===== config.mk =====
export PLATFORM = sky130hd
export DESIGN_NAME = pipeline_run_ctrl
export DESIGN_NICKNAME = d
export VERILOG_FILES = /design/src/rtl/pipeline_run_ctrl_pkg.sv /design/src/rtl/pipeline_run_ctrl_sat_counter.sv /design/src/rtl/pipeline_run_ctrl.sv
export SDC_FILE = /design/constraint.sdc
export NUM_CORES = 1
export LEC_CHECK = 0
export ABC_AREA = 1
export ABC_CLOCK_PERIOD_IN_PS = 1930
export CORE_MARGIN = 2
export CORE_UTILIZATION = 45
export CTS_CLUSTER_SIZE = 24
export DETAILED_ROUTE_END_ITERATION = 10
export GPL_ROUTABILITY_DRIVEN = 1
export PLACE_DENSITY = 0.68
export SLEW_MARGIN = 20
export SYNTH_ARGS = -nofsm -noshare
export SYNTH_HDL_FRONTEND = slang
export SYNTH_SLANG_ARGS = --single-unit

===== constraint.sdc =====
create_clock -name i_clock -period 1.93 [get_ports i_clock]
set_input_delay 0.579 -clock i_clock [delete_from_list [all_inputs] [get_ports i_clock]]
set_output_delay 0.579 -clock i_clock [all_outputs]
set_load 0.01 [all_outputs]

===== src/rtl/pipeline_run_ctrl_pkg.sv =====
`default_nettype none
// +----------------------------------------------------------------------------+
// | Module  : pipeline_run_ctrl_pkg                                            |
// | Purpose : Shared command codes and FSM state encoding for the pipeline     |
// |           run controller. The debug unit also imports these.              |
// | Contents: CMD_NOP/RUN/STEP/STOP, state_e (ST_IDLE..ST_HALTED, 3 bits),     |
// |           cmd_ready() decode helper.                                       |
// | Revision: 1.0  initial release                                             |
// +----------------------------------------------------------------------------+
package pipeline_run_ctrl_pkg;

  localparam int ST_W = 3;

  localparam logic [1:0] CMD_NOP  = 2'b00;
  localparam logic [1:0] CMD_RUN  = 2'b01;
  localparam logic [1:0] CMD_STEP = 2'b10;
  localparam logic [1:0] CMD_STOP = 2'b11;

  typedef enum logic [ST_W-1:0] {
    ST_IDLE   = 3'd0,
    ST_RUN    = 3'd1,
    ST_STEP   = 3'd2,
    ST_DRAIN  = 3'd3,
    ST_HALTED = 3'd4
  } state_e;

  // Commands are accepted in every state except the two where the pipe is
  // committed to a fixed number of enabled cycles (STEP, DRAIN).
  function automatic logic cmd_ready(input state_e s);
    return (s == ST_IDLE) || (s == ST_RUN) || (s == ST_HALTED);
  endfunction

endpackage
`default_nettype wire


===== src/rtl/pipeline_run_ctrl_sat_counter.sv =====
`default_nettype none
// +----------------------------------------------------------------------------+
// | Module  : pipeline_run_ctrl_sat_counter                                    |
// | Purpose : Saturating up-counter (sat_counter) with synchronous clear.      |
// |           Holds at all-ones instead of wrapping.                           |
// | Ports   : i_clock, i_reset (sync, active-high), i_clr, i_inc,              |
// |           o_count[WIDTH-1:0]                                               |
// | Revision: 1.0  initial release                                             |
// +----------------------------------------------------------------------------+
module pipeline_run_ctrl_sat_counter #(
  parameter int WIDTH = 8
) (
  input  logic             i_clock,
  input  logic             i_reset,
  input  logic             i_clr,
  input  logic             i_inc,
  output logic [WIDTH-1:0] o_count
);

  logic [WIDTH-1:0] count_q;
  logic [WIDTH-1:0] count_d;

  always_comb begin
    count_d = count_q;
    if (i_clr) begin
      count_d = '0;
    end else if (i_inc && (count_q != {WIDTH{1'b1}})) begin
      count_d = count_q + WIDTH'(1);
    end
  end

  always_ff @(posedge i_clock) begin
    if (i_reset) begin
      count_q <= '0;
    end else begin
      count_q <= count_d;
    end
  end

  assign o_count = count_q;

endmodule
`default_nettype wire


===== src/rtl/pipeline_run_ctrl.sv =====
`default_nettype none
// +----------------------------------------------------------------------------+
// | Module  : pipeline_run_ctrl                                                |
// | Purpose : Sequences the global pipeline enable from RUN/STEP/STOP debug    |
// |           commands, drains the pipe after HLT leaves EX/MEM, then parks.   |
// |           Keeps a saturating count of enabled cycles.                      |
// | Ports   : i_clock, i_reset (sync, active-high), i_cmd_valid, i_cmd[1:0],   |
// |           o_cmd_ready, i_mem_hlt, o_pipeline_enable, o_busy, o_halted,     |
// |           o_done, o_timeout, o_cycle_count[NB_CYCLE-1:0], o_state[2:0]     |
// | Config  : PIPE_CTRL_WATCHDOG_EN enables the RUN-length watchdog            |
// |           (WDOG_LIMIT); without it o_timeout is constant 0.                |
// | Revision: 1.0  initial release                                             |
// +----------------------------------------------------------------------------+
module pipeline_run_ctrl
  import pipeline_run_ctrl_pkg::*;
#(
  parameter int NB_CYCLE     = 32,
  parameter int DRAIN_CYCLES = 2,
  parameter int WDOG_LIMIT   = 2**20
) (
  input  logic                i_clock,
  input  logic                i_reset,
  input  logic                i_cmd_valid,
  input  logic [1:0]          i_cmd,
  output logic                o_cmd_ready,
  input  logic                i_mem_hlt,
  output logic                o_pipeline_enable,
  output logic                o_busy,
  output logic                o_halted,
  output logic                o_done,
  output logic                o_timeout,
  output logic [NB_CYCLE-1:0] o_cycle_count,
  output logic [ST_W-1:0]     o_state
);

  localparam int DRAIN_W = (DRAIN_CYCLES > 1) ? $clog2(DRAIN_CYCLES) : 1;

  state_e             state_q, state_d;
  logic [DRAIN_W-1:0] drain_q, drain_d;
  logic               enable_q, enable_d;
  logic               done_q, done_d;
  logic               timeout_q, timeout_d;
  logic               cmd_acc;
  logic               wdog_expired;

  assign o_cmd_ready = cmd_ready(state_q);
  assign cmd_acc     = i_cmd_valid && o_cmd_ready;

`ifdef PIPE_CTRL_WATCHDOG_EN
  localparam int WDOG_W = $clog2(WDOG_LIMIT + 1);

  logic [WDOG_W-1:0] wdog_count;
  logic              wdog_clr;
  logic              wdog_inc;

  // Counter holds the number of RUN cycles already completed, so the cycle in
  // which it reads LIMIT-1 is the LIMIT-th enabled RUN cycle.
  assign wdog_clr     = (state_q != ST_RUN) && (state_d == ST_RUN);
  assign wdog_inc     = (state_q == ST_RUN);
  assign wdog_expired = (state_q == ST_RUN) && (wdog_count == WDOG_W'(WDOG_LIMIT - 1));

  pipeline_run_ctrl_sat_counter #(
    .WIDTH (WDOG_W)
  ) u_wdog (
    .i_clock (i_clock),
    .i_reset (i_reset),
    .i_clr   (wdog_clr),
    .i_inc   (wdog_inc),
    .o_count (wdog_count)
  );
`else
  assign wdog_expired = 1'b0;
`endif

  always_comb begin
    state_d   = state_q;
    drain_d   = drain_q;
    enable_d  = enable_q;
    timeout_d = timeout_q;

    case (state_q)
      ST_IDLE: begin
        enable_d = 1'b0;
        if (cmd_acc && (i_cmd == CMD_RUN)) begin
          state_d  = ST_RUN;
          enable_d = 1'b1;
        end else if (cmd_acc && (i_cmd == CMD_STEP)) begin
          state_d  = ST_STEP;
          enable_d = 1'b1;
        end
      end

      ST_RUN: begin
        enable_d = 1'b1;
        // HLT beats both the watchdog and a coincident STOP: the halting
        // instruction must still retire.
        if (i_mem_hlt) begin
          state_d = ST_DRAIN;
          drain_d = DRAIN_W'(DRAIN_CYCLES - 1);
        end else if (wdog_expired) begin
          state_d   = ST_HALTED;
          enable_d  = 1'b0;
          timeout_d = 1'b1;
        end else if (cmd_acc && (i_cmd == CMD_STOP)) begin
          state_d  = ST_IDLE;
          enable_d = 1'b0;
        end
      end

      ST_STEP: begin
        if (i_mem_hlt) begin
          state_d  = ST_DRAIN;
          drain_d  = DRAIN_W'(DRAIN_CYCLES - 1);
          enable_d = 1'b1;
        end else begin
          state_d  = ST_IDLE;
          enable_d = 1'b0;
        end
      end

      ST_DRAIN: begin
        enable_d = 1'b1;
        if (drain_q == '0) begin
          state_d  = ST_HALTED;
          enable_d = 1'b0;
        end else begin
          drain_d = drain_q - DRAIN_W'(1);
        end
      end

      ST_HALTED: begin
        enable_d = 1'b0;
      end

      default: begin
        state_d  = ST_IDLE;
        enable_d = 1'b0;
      end
    endcase

    done_d = (state_d == ST_HALTED) && (state_q != ST_HALTED);
  end

  always_ff @(posedge i_clock) begin
    if (i_reset) begin
      state_q   <= ST_IDLE;
      drain_q   <= '0;
      enable_q  <= 1'b0;
      done_q    <= 1'b0;
      timeout_q <= 1'b0;
    end else begin
      state_q   <= state_d;
      drain_q   <= drain_d;
      enable_q  <= enable_d;
      done_q    <= done_d;
      timeout_q <= timeout_d;
    end
  end

  // Counts edges at which the registered enable was high.
  pipeline_run_ctrl_sat_counter #(
    .WIDTH (NB_CYCLE)
  ) u_cycle_count (
    .i_clock (i_clock),
    .i_reset (i_reset),
    .i_clr   (1'b0),
    .i_inc   (enable_q),
    .o_count (o_cycle_count)
  );

  assign o_pipeline_enable = enable_q;
  assign o_done            = done_q;
  assign o_timeout         = timeout_q;
  assign o_busy            = (state_q == ST_RUN) || (state_q == ST_STEP) || (state_q == ST_DRAIN);
  assign o_halted          = (state_q == ST_HALTED);
  assign o_state           = state_q;

endmodule
`default_nettype wire


==> results.toml <==
[status]
status = "complete, no violations"

[die]
die_area_mm2 = 0.00604
fp.dieW_um = 77.7
core_mm2 = 0.00517
die_height_um = 77.7
start_util = 0.473
row_count = 26
ios = 47

[power]
p_per_area_mw_per_mm2 = 503
p_leak_uw = 0.00116
p_total_uw = 1550
max-vdd-ir-drop_uv = 288

[sta]
setup-violations-final = 0
drv_slew = 0
finalHoldViolCount = 0
fmax_mhz = 531
min_period_ps = 1880
period_share = 0.975
setup_tns_ps = 0
rsz0062_at_grt = "no"
finClkSkew_ps = 3.99

[worst_setup_path]
critPathKind = "reg -> out"
cpMaxStageDelayCell = "clkdlybuf4s50_1"
crit_path_max_incr_delay_ps = 580
cp_top_family = "buffers and inverters"
cp_max_fo = 6
arrival_ps = 1300
cp_data_required_time_ps = 1350
reg2reg_from = "u_cycle_count.o_count[1]"
worstPathCellList = "clkdlybuf4s50_1"
crit_path_end_kind = "output port"
crit_buf_inv = 1
start_kind = "flip-flop"
startpoint = "u_cycle_count.o_count[22]"

[cts]
cts_tree = "yes"
post_cts_buffers = 0
htreeDepth = 2
cts_buffers = 5
holdBufCountCts = 0
path_clk_slew_ps = 80
clk_path_buf_depth = 2
cts_sinks = 38
clockRootBuffer = "clkbuf_8"
clk_latency_ps = 290

[synthesis]
syn-num-nets = 402
netlist_area_mm2 = 0.00245
yosysTopAreaCell = "dfxtp_1"
synth_compound_area_frac = 0.0992
syn-instance-count = 395
synth_area_leaders = "dfxtp_1, nand2_1, nor2_1, a21oi_2, inv_1"
synth_warnings = 0
synth_top_cell_area_share = 0.311
syn_area_per_cell_um2 = 6.20
yosys.area_share.adder = 0.00511
muxShareOfSynthArea = 0
ys.flop_type = "dfxtp_1"
ys_seq_area_frac = 0.311
yosys.area_share.xor_xnor = 0.0501
synth-edff-count = 0
synth_simple_gate_area_frac = 0.446
synth-seq-cells = 38
ys_top_cells_by_count = "nand2_1, nor2_1, dfxtp_1, inv_1, nand3_1"
netlist-cell-type-count = 29
synth_top_family_by_area = "simple AND/OR/NAND/NOR gates"
synth_most_common_cell = "nand2_1"
async_flop_share = 0

[route]
drt_iter0_drc = 99
via_per_inst = 4.81
dr.pass1.iters = 4
drtAntennaViolNets = 0
wire_per_inst_um = 11.8
drc = 0
vias = 2480
routed_wl_um = 6080

[hold_path]
worst_hold_path_type = "reg -> reg"
min_from = "drain_q"

[global_routing]
antenna_found_initial = 0
overflow = 0
grt_pass1_wl_um = 10800
grtUsageTotal = 0.220
grt_pass1_vias = 2336
grt_max_degree = 27

[cells_and_area]
multiInputGateArea_mm2 = 0.00147
nFillCells = 515
regArea_um2 = 771
nNetsFinal = 452
antenna_cells = 0
drive_above_1_share = 0.114
area_delta_synth_final_pct = 25.8

[place]
dp_hpwl_um = 4660
port_buffers = 45
gp_congestion = 0.859

[flow_run]
maxCapViolations = 0
metrics by stage:
step           area, µm²  instances  worst slack, ps   util  hold WS (ps)
2_1_floorplan       2450        395              200      -           438
3_3_place_gp        2980        508              182  0.576           482
3_5_place_dp        2980        508              160  0.576           473
4_1_cts             3070        516             8.18  0.593           496
5_1_grt             3080        516             7.03  0.595           512
6_report            3080        516             48.0  0.595           498
layer usage:
layer	wire length (µm)	vias up	part of all wire	global-route usage
met5	0	-	0	0
met4	57	0	0.0094	0.0625
met3	279	5	0.046	0.0349
met2	2750	54	0.45	0.348
met1	3000	1099	0.49	0.308
li1	-	1322	-	-
area by class of cell:
cell class | instances | share of cell area
Multi-Input combinational cell | 311 | 0.479
Sequential cell | 38 | 0.250
Timing Repair Buffer | 52 | 0.167
Inverter | 37 | 0.0459
Tap cell | 70 | 0.0284
Clock buffer | 7 | 0.0280
Clock inverter | 1 | 0.00163
where the power goes:
| part | internal [µW] | total [µW] | switching [µW] |
|---|---|---|---|
| combinational | 64.9 | 169 | 104 |
| sequential | 794 | 804 | 9.57 |
| clock | 289 | 576 | 287 |
final timing paths:
| check | to | cells after the start | slack, ps |
|---|---|---|---|
| hold / removal | o_done | 1 | 500 |
| setup reg to reg | u_cycle_count.o_count[13] | 10 | 150 |
| setup / recovery | o_cycle_count[22] | 1 | 50 |
| hold reg to reg | o_done | 1 | 500 |
kinds of logic (layout without fill, tap and decap cells):
group | after synthesis | after routing
and+or+nand+nor | 261 | 261
buffers and inverters | 46 | 97
DFF | 38 | 38
AOI/OAI and AO/OA | 34 | 34
xor gates and xnor gates | 14 | 14
adders and majority gates | 1 | 1
other | 1 | 1
cell usage in the layout (no fill, tap or decap), drive strengths merged, types with 2 or more instances in the layout:
cell type,synthesis,layout
nand2,162,162
nor2,69,69
clkdlybuf4s50,0,41
dfxtp,38,38
inv,36,36
a21oi,28,28
nand3,20,20
xor2,8,8
clkbuf,3,7
buf,6,7
xnor2,6,6
o21ai,5,5
nor3,3,3
nand4,3,3
nand3b,3,3
dlygate4sd2,0,3
clkinv,1,2
flip-flops by register name, summed over array words and instances (netlist names):
signal                 count
u_cycle_count.o_count     32
o_state                    3
drain_q                    1
o_done                     1
o_pipeline_enable          1
timing repair:
item	4_1_cts	5_1_grt
cloned	0	0
gates resized for setup	3	10
endpoints found under the setup margin	3	10
(Power assumes the default switching activity.)
